--- config.mk ---
export PLATFORM = sky130hd
export DESIGN_NAME = branch_predict_unit
export DESIGN_NICKNAME = d
export VERILOG_FILES = /design/src/rtl/branch_predict_unit.sv
export SDC_FILE = /design/constraint.sdc
export NUM_CORES = 1
export LEC_CHECK = 0
export BUFFER_PORTS_ARGS = -buffer_cell sky130_fd_sc_hd__buf_2
export CORE_MARGIN = 2
export CORE_UTILIZATION = 45
export CTS_CLUSTER_DIAMETER = 30
export DETAILED_ROUTE_END_ITERATION = 16
export GPL_TIMING_DRIVEN = 0
export SYNTH_ARGS = -nofsm -noshare
export SYNTH_HDL_FRONTEND = slang
export SYNTH_SLANG_ARGS = --single-unit
--- constraint.sdc ---
create_clock -name clk -period 10.1 [get_ports clk]
set_input_delay 2.02 -clock clk [delete_from_list [all_inputs] [get_ports clk]]
set_output_delay 2.02 -clock clk [all_outputs]
set_load 0.01 [all_outputs]
--- src/rtl/branch_predict_unit.sv ---
// Fetch-side branch predictor: direct-mapped table of 2-bit counters and targets,
// with EX-stage mispredict detection and redirect. Define BPU_STATS_EN for event counters.
module branch_predict_unit #(
   parameter int PC_W  = 10,
   parameter int IDX_W = 4
) (
   input  logic            clk,
   input  logic            rst,
   input  logic [PC_W-1:0] if_pc,
   output logic            pred_taken,
   output logic [PC_W-1:0] pred_next_pc,
   input  logic            upd_valid,
   input  logic [PC_W-1:0] upd_pc,
   input  logic            upd_taken,
   input  logic [PC_W-1:0] upd_target,
   input  logic            upd_pred_taken,
   input  logic [PC_W-1:0] upd_pred_target,
   output logic            flush,
   output logic [PC_W-1:0] redirect_pc
`ifdef BPU_STATS_EN
   ,
   output logic [15:0]     stat_branches,
   output logic [15:0]     stat_mispredicts
`endif
);

   localparam int ENTRIES = 1 << IDX_W;
   localparam int TAG_W   = PC_W - IDX_W;

   logic             valid  [ENTRIES];
   logic [TAG_W-1:0] tag    [ENTRIES];
   logic [PC_W-1:0]  target [ENTRIES];
   logic [1:0]       ctr    [ENTRIES];

   logic [IDX_W-1:0] lk_idx;
   logic [IDX_W-1:0] up_idx;
   logic             lk_hit;
   logic             up_hit;
   logic             mispredict;

   // Gating with rst keeps outputs quiet while the table is held in reset.
   assign lk_idx       = if_pc[IDX_W-1:0];
   assign lk_hit       = rst & valid[lk_idx] & (tag[lk_idx] == if_pc[PC_W-1:IDX_W]);
   assign pred_taken   = lk_hit & ctr[lk_idx][1];
   assign pred_next_pc = pred_taken ? target[lk_idx] : if_pc + PC_W'(1);

   assign mispredict  = (upd_taken != upd_pred_taken) |
                        (upd_taken & (upd_target != upd_pred_target));
   assign flush       = rst & upd_valid & mispredict;
   assign redirect_pc = !flush    ? '0 :
                        upd_taken ? upd_target : upd_pc + PC_W'(1);

   assign up_idx = upd_pc[IDX_W-1:0];
   assign up_hit = valid[up_idx] & (tag[up_idx] == upd_pc[PC_W-1:IDX_W]);

   always_ff @(posedge clk or negedge rst) begin
      if (!rst) begin
         for (int i = 0; i < ENTRIES; i++) begin
            valid[i]  <= 1'b0;
            tag[i]    <= '0;
            target[i] <= '0;
            ctr[i]    <= 2'b01;
         end
      end else if (upd_valid) begin
         if (up_hit) begin
            if (upd_taken) begin
               if (ctr[up_idx] != 2'b11) ctr[up_idx] <= ctr[up_idx] + 2'b01;
               target[up_idx] <= upd_target;
            end else if (ctr[up_idx] != 2'b00) begin
               ctr[up_idx] <= ctr[up_idx] - 2'b01;
            end
         end else if (upd_taken) begin
            // Taken miss allocates, evicting any aliasing entry; starts weakly taken.
            valid[up_idx]  <= 1'b1;
            tag[up_idx]    <= upd_pc[PC_W-1:IDX_W];
            target[up_idx] <= upd_target;
            ctr[up_idx]    <= 2'b10;
         end
      end
   end

`ifdef BPU_STATS_EN
   always_ff @(posedge clk or negedge rst) begin
      if (!rst) begin
         stat_branches    <= '0;
         stat_mispredicts <= '0;
      end else begin
         if (upd_valid && stat_branches != 16'hFFFF) stat_branches <= stat_branches + 16'd1;
         if (flush && stat_mispredicts != 16'hFFFF) stat_mispredicts <= stat_mispredicts + 16'd1;
      end
   end
`else
   // No statistics hardware in this build.
`endif

endmodule
==> impl_results.md, run 1 <==
- Yosys warns: 0
- Vias per cell: 5.95
- N_diodes: 0
- Clock buffer depth: 3
- Clock tree from TritonCTS: built
- Cells along the critical path: buf_2 -> clkbuf_1 -> clkbuf_1 -> buf_1 -> clkbuf_1 -> mux4_2 -> mux4_2 -> mux2_2 -> buf_2
- Switching part of the total: 25.2%
- Largest cells by area after synthesis: dfrtp_1, mux2_2, mux4_2, dfstp_2, xnor2_1
- Number of port buffers: 50
- Worst Path Required: 8.08 ns
- Synth Register Bits: 304
- Final Non-Filler Cells: 1791
- Post-Synth Adder-Cell Area: 0.541%
- Final Hold Fails: 0
- Mux share of post-synthesis cell area: 38.4%
- Clock net sink count: 304
- Yosys top cell area share: 44.5%
- DRT iter0 DRCs: 840
- Hold Path Class: reg2reg
- Worst-margin pin slew: 0.984 ns
- Clock Skew: 0.0243 ns
- PwrDens: 247 nW/um^2
- Most used cell, CP: clkbuf_1
- Combinational power share: 13.8%
- Antenna Nets Post-Route: 0
- Core footprint: 35500 um^2
- Clk pwr share: 53.6%
- Sequential share of the synthesized area: 47.1%
- Pleak: 0.00854 uW
- Setup TNS: 0 ns
- Switching power: 1240 uW
- First-pass GRT wire length: 70.4 mm
- Largest stage delay on the critical path: 0.74 ns
- # nets final: 1322
- Post-CTS Setup Bufs: 0
- Minimum clock period: 8.15 ns
- GP Congestion: 0.867
- Wire per inst: 25.8 um
- Count leader, synth: dfrtp_1
- Internal power: 3680 uW
- H-tree levels: 3
- Count of hold-fix buffers inserted at cts: 0
- Initial Util: 45.6%
- Die Y: 194 um
- Simple-gate portion of the synthesized area: 5.23%
- Number of synthesized flops with an enable pin: 0
- Die Area: 37500 um^2
- Crit Path Class: in2out
- Largest family of logic cells by synthesized area: multiplexers
- Dpl ws: 1.96 ns
- RSZ-0062 raised after global routing: no
- Syn_nets: 1191
- CP top delay family: buffers and inverters
- Area delta synth->final: 22.8%
- Compound-Gate Fraction of Synth Area: 3.36%
- CTS root buf: clkbuf_16
- Max-Cap Viols: 0
- Fin worst setup slack: 1.95 ns
- Detail Placement HPWL: 31.5 mm
- Yosys cell types: 57
- Remaining Overflow, GRT: 0
- Post-synthesis xor/xnor area fraction: 2.06%
- Worst path bufs/invs: 6
- Slew HR: 34.4%
- Worst skew pair latency: 0.60 ns
- Pin count of the biggest net entering global routing: 119
- Fmax: 0.123 GHz
- Reg power frac: 32.6%
- Asr flop ratio synth: 100%
- Initial antenna violation count: 0
- Mapped Cells: 1139
- Endpoints failing setup: 0
- Startpoint Class: primary input
- WP data arrival: 6.13 ns
- Number of global-route vias before repair: 11066
- Status: completed
- Final WL: 46.3 mm
- Post-CTS sizing: 0
- Leading register cell type out of synthesis: dfrtp_1
- Cell total after placement: 1652
- Worst path slowest cell: buf_1
- Ratio of cells with drive above 1 in the final layout: 48.8%
- CTS Buf Count: 77
- DRC errors left: 0
- GRT Overall Usage: 25.3%
- Mapped Avg Cell Area: 14.2 um^2
- Yosys top cell by area: dfrtp_1
- Die X: 194 um
- I/O pin cnt: 67
- Slew Viols, Final: 0
- Max VDD drop: 0.000142 V
- Site Rows: 69
- Top cells by instance count after synthesis: dfrtp_1, mux2_2, mux4_2
- Worst setup EP type: primary output
- Internal reg-to-reg setup slack: 6.47 ns
- Clk slew on worst S/H paths: 0.04 ns
- Post-route clock period utilization: 80.7%
- Cell area after synthesis: 16200 um^2
- Drt pass-1 iters: 5
- Worst Path Max Fanout: 10
- DR vias: 10649
flip-flops by register name, indices dropped and copies added (netlist names):
name and cells:
tag 96, target 160, ctr 32, valid 16
power groups by stage:
| stage | registers, uW | clock network (uW) | logic [uW] |
|---|---|---|---|
| CTS | 1600 | 2660 | 681 |
| global placement | 1600 | 0 | 660 |
| finish | 1600 | 2630 | 678 |
| global route | 1630 | 2740 | 731 |
| detailed placement | 1610 | 0 | 677 |
| floorplan | 1560 | 0 | 513 |
layout make-up:
| class | instances | area (um^2) |
|---|---|---|
| plain buffers | 100 | 445 |
| well taps | 461 | 577 |
| repair buffers | 52 | 315 |
| flip-flops and latches | 304 | 7630 |
| clock inverters | 42 | 639 |
| multi-input cells | 712 | 8020 |
| inverters | 23 | 86.3 |
| clock buffers | 97 | 2150 |
| fillers | 2875 | 15600 |
metal layers:
layer	GRT usage, %	wire [um]	up-vias
met5	0	0	-
met4	9.27	1450	0
met3	7.57	3700	85
met2	36.1	20200	394
met1	36.6	21000	5639
li1	-	-	4531
worst reg2reg max path, cell delays in order (launching register included):
cell and delay [ns]:
dfrtp_1 0.40, mux4_2 0.47, mux2i_1 0.32, o21ai_0 0.17
nor3_1 0.44, o22ai_2 0.30, or2_1 0.27, buf_4 0.18
buf_4 0.20, nand2_2 0.35, mux2_2 0.39
cell usage in the layout (no fill, tap or decap), types with 5 or more instances in the layout:
| cell type | n |
|---|---|
| clkbuf_8 | 13 |
| dfstp_2 | 16 |
| a21oi_1 | 16 |
| mux4_2 | 119 |
| o211ai_1 | 5 |
| nand2_1 | 33 |
| inv_6 | 7 |
| clkbuf_16 | 78 |
| mux2_2 | 275 |
| inv_1 | 22 |
| buf_1 | 20 |
| a2bb2oi_2 | 15 |
| nand2_2 | 8 |
| nor2_1 | 51 |
| bufinv_16 | 12 |
| nand3_1 | 24 |
| xnor2_1 | 28 |
| clkbuf_1 | 65 |
| buf_4 | 5 |
| nor3_1 | 5 |
| buf_6 | 5 |
| xor2_1 | 10 |
| o21ai_0 | 13 |
| ha_1 | 7 |
| nand2b_1 | 20 |
| clkinv_2 | 7 |
| buf_2 | 60 |
| dfrtp_1 | 288 |
| mux2i_1 | 19 |
| nand4_1 | 5 |
| mux2_1 | 19 |
| clkinvlp_4 | 5 |
logic make-up after synthesis:
group | after synthesis
AO/OA/AOI/OAI | 65
XOR/XNOR | 38
adder cells (fa/ha/maj) | 7
buffers and inverters | 123
flip-flops | 304
multiplexers | 434
AND/OR/NAND/NOR | 168
path summary, 6_finish.rpt:
path	to	depth (start not counted)	startpoint
setup / recovery	pred_next_pc[9]	9	if_pc[1]
hold / removal	valid[12]	1	valid[12]
setup reg to reg	tag[76]	10	tag[9]
hold reg to reg	valid[12]	1	valid[12]
max in group asynchronous	target[40]	2	rst
min in group asynchronous	tag[28]	1	rst
metrics by stage:
stage          hold slack (ns)  total power [uW]  instance area (um^2)  utilization (%)
3_5_place_dp             0.484              2290                 17100             48.1
4_1_cts                  0.497              4940                 19900             56.0
3_3_place_gp             0.473              2260                 17000             47.9
5_1_grt                  0.511              5100                 19900             56.0
2_1_floorplan            0.451              2070                 16200                -
6_report                 0.494              4910                 19900             56.0
Note: power is estimated with default switching activity, not from simulation.
==> inputs of run 2 (changes only) <==
Settings changed: ABC_AREA from default to 1.
Clock period 10.1 ns to 7.6 ns, I/O delays scaled along.
==> run 2 against run 1 <==
Effect of this change: total power rose by 34%; synthesized cell count increased by 100%; design area grew 3.6%; worst hold slack got worse by 0.037 ns; final cell count is 66% higher; register-to-register slack got worse by 1.7 ns; first-iteration DRC count is 120% higher; die area rose by 4.2%.
==> impl_results.md, run 2 <==
- Site Rows: 70
- N_diodes: 0
- HP Start: ctr[20]
- Core footprint: 36800 um^2
- RSZ-0062 raised after global routing: no
- Number of port buffers: 53
- Remaining Overflow, GRT: 0
- Largest register FFs: 160
- Pwr Total: 6600 uW
- Yosys top cell area share: 42.7%
- Synth Register Bits: 304
- Clock net sink count: 304
- Number of synthesized flops with an enable pin: 0
- Post-route clock period utilization: 81.0%
- Hold Path Class: reg2reg
- PwrDens: 321 nW/um^2
- DRT iter0 DRCs: 1860
- Worst Path Max Fanout: 10
- Asr flop ratio synth: 100%
- Syn_nets: 2366
- Clock tree from TritonCTS: built
- Pleak: 0.00981 uW
- Final Hold Fails: 0
- Die Area: 39100 um^2
- Fin worst setup slack: 1.44 ns
- Slew HR: 33.2%
- Count leader, synth: nand2_1
- First-pass GRT wire length: 102 mm
- Worst setup EP type: primary output
- GP Congestion: 0.980
- Die Y: 198 um
- CTS Buf Count: 79
- Minimum clock period: 6.16 ns
- Hold EP: ctr[20]
- Yosys cell types: 43
- Sequential share of the synthesized area: 45.2%
- Initial Util: 45.9%
- Startpoint Class: primary input
- Status: completed
- Worst Path Required: 6.08 ns
- # nets final: 2502
- DRC errors left: 0
- Top cells by instance count after synthesis: nand2_1, o21ai_0, dfrtp_1
- Wire per inst: 22.8 um
- Cell area after synthesis: 16900 um^2
- Final WL: 68.0 mm
- DR vias: 17150
- Die X: 198 um
- Max VDD drop: 0.000220 V
- I/O pin cnt: 67
- Cell Area, Placed: 17800 um^2
- Leading register cell type out of synthesis: dfrtp_1
- Most frequent cells in the layout: nand2_1, o21ai_0, dfrtp_1
- CTS root buf: clkbuf_16
- Drt pass-1 iters: 6
- Most common cell after layout, fill and taps aside: nand2_1
- GRT Overall Usage: 35.5%
- Ratio of cells with drive above 1 in the final layout: 11.9%
- H-tree levels: 3
- Mapped Avg Cell Area: 7.30 um^2
- Min Hold Slack: 0.457 ns
- Fmax: 0.162 GHz
- Simple-gate portion of the synthesized area: 23.1%
- Worst hold path depth: 2
- WP data arrival: 4.64 ns
- Endpoints failing setup: 0
- Pin count of the biggest net entering global routing: 109
- Final instance area: 20600 um^2
- Mux share of post-synthesis cell area: 0%
- Internal reg-to-reg setup slack: 4.73 ns
- Critical R2R Launch: ctr[12]
- Yosys warns: 0
- Detail Placement HPWL: 48.5 mm
- Number of global-route vias before repair: 16478
- Clock buffer depth: 3
- Largest cells by area after synthesis: dfrtp_1, nand2_1, o21ai_0, a21oi_1, inv_1
- Crit Path Class: in2out
- Clk slew on worst S/H paths: 0.04 ns
- Area delta synth->final: 22.0%
- Post-Synth Adder-Cell Area: 0.519%
- Count of hold-fix buffers inserted at cts: 0
- Vias per cell: 5.75
- Compound-Gate Fraction of Synth Area: 19.6%
- Biggest register: target
- Largest registers: target: 160 flops, tag: 96 flops, ctr: 32 flops
- Post-synthesis xor/xnor area fraction: 1.25%
- Yosys top cell by area: dfrtp_1
- Antenna Nets Post-Route: 0
- FF-to-FF path depth: 12
- Max-Cap Viols: 0
- Worst r2r dst: ctr[19]
- Clock Skew: 0.0195 ns
- Worst skew pair latency: 0.60 ns
- Worst-margin pin slew: 1.00 ns
- Dpl ws: 1.66 ns
- Initial antenna violation count: 1
- Mapped Cells: 2314
- Post-CTS Setup Bufs: 0
- Largest family of logic cells by synthesized area: simple AND/OR/NAND/NOR gates
- Slew Viols, Final: 0
- Post-CTS sizing: 0
==> run 2: worst max-delay path: stages <==
cell	delay, ns
buf_2	0.15
buf_2	0.19
buf_2	0.31
clkbuf_1	0.54
clkbuf_1	0.57
o21ai_0	0.17
a21boi_0	0.50
a311o_1	0.25
nand3_1	0.09
nand2_1	0.16
buf_2	0.16
==> run 2: worst max-delay path by stage <==
stage / startpoint / endpoint / slack (ns) / depth (start not counted)
2_1_floorplan: if_pc[0] / pred_next_pc[9] / 2.84 / 13
3_3_place_gp: rst / pred_next_pc[6] / -2.68 / 9
3_5_place_dp: if_pc[0] / pred_next_pc[5] / 1.66 / 11
4_1_cts: if_pc[0] / pred_next_pc[5] / 1.65 / 11
5_1_grt: if_pc[0] / pred_next_pc[5] / 1.30 / 11
6_report: if_pc[0] / pred_next_pc[5] / 1.44 / 11
==> run 2: cell families (layout without fill, tap and decap cells) <==
family | count (synthesis) | after routing
and+or+nand+nor | 942 | 942
adders and majority gates | 7 | 7
xor gates and xnor gates | 24 | 24
DFF | 304 | 304
buffers and inverters | 401 | 601
AOI/OAI and AO/OA | 636 | 636
==> run 2: stage by stage <==
stage / TNS (ns) / cells / util (%)
final: 0 / 2982 / 56.0
after global routing: 0 / 2982 / 56.0
after CTS: 0 / 2982 / 56.0
after detailed placement: 0 / 2837 / 48.4
after global placement: -320.13 / 2835 / 48.2
after floorplan: 0 / 2314 / -
==> run 2: metal layers <==
| layer | global-route usage (%) | vias up | wire, um |
|---|---|---|---|
| li1 | - | 7791 | - |
| met1 | 51.6 | 8306 | 30500 |
| met2 | 50.7 | 888 | 28400 |
| met3 | 8.58 | 165 | 6730 |
| met4 | 14.1 | 0 | 2410 |
| met5 | 0 | - | 0 |
==> run 2: where the power goes <==
group | total (uW) | leakage (uW) | internal (uW) | switching (uW)
clock network | 3500 | 0.00134 | 2460 | 1040
registers | 2130 | 0.00368 | 1940 | 186
logic | 971 | 0.00479 | 321 | 650
total | 6600 | 0.00981 | 4720 | 1880
==> run 2: final cells by class <==
cell class,count,area (um^2)
Inverter,233,875
Tap cell,468,586
Clock buffer,104,2230
Fill cell,3505,16200
Multi-Input combinational cell,1609,7520
Buffer,168,865
Timing Repair Buffer,55,330
Sequential cell,304,7630
Clock inverter,41,558
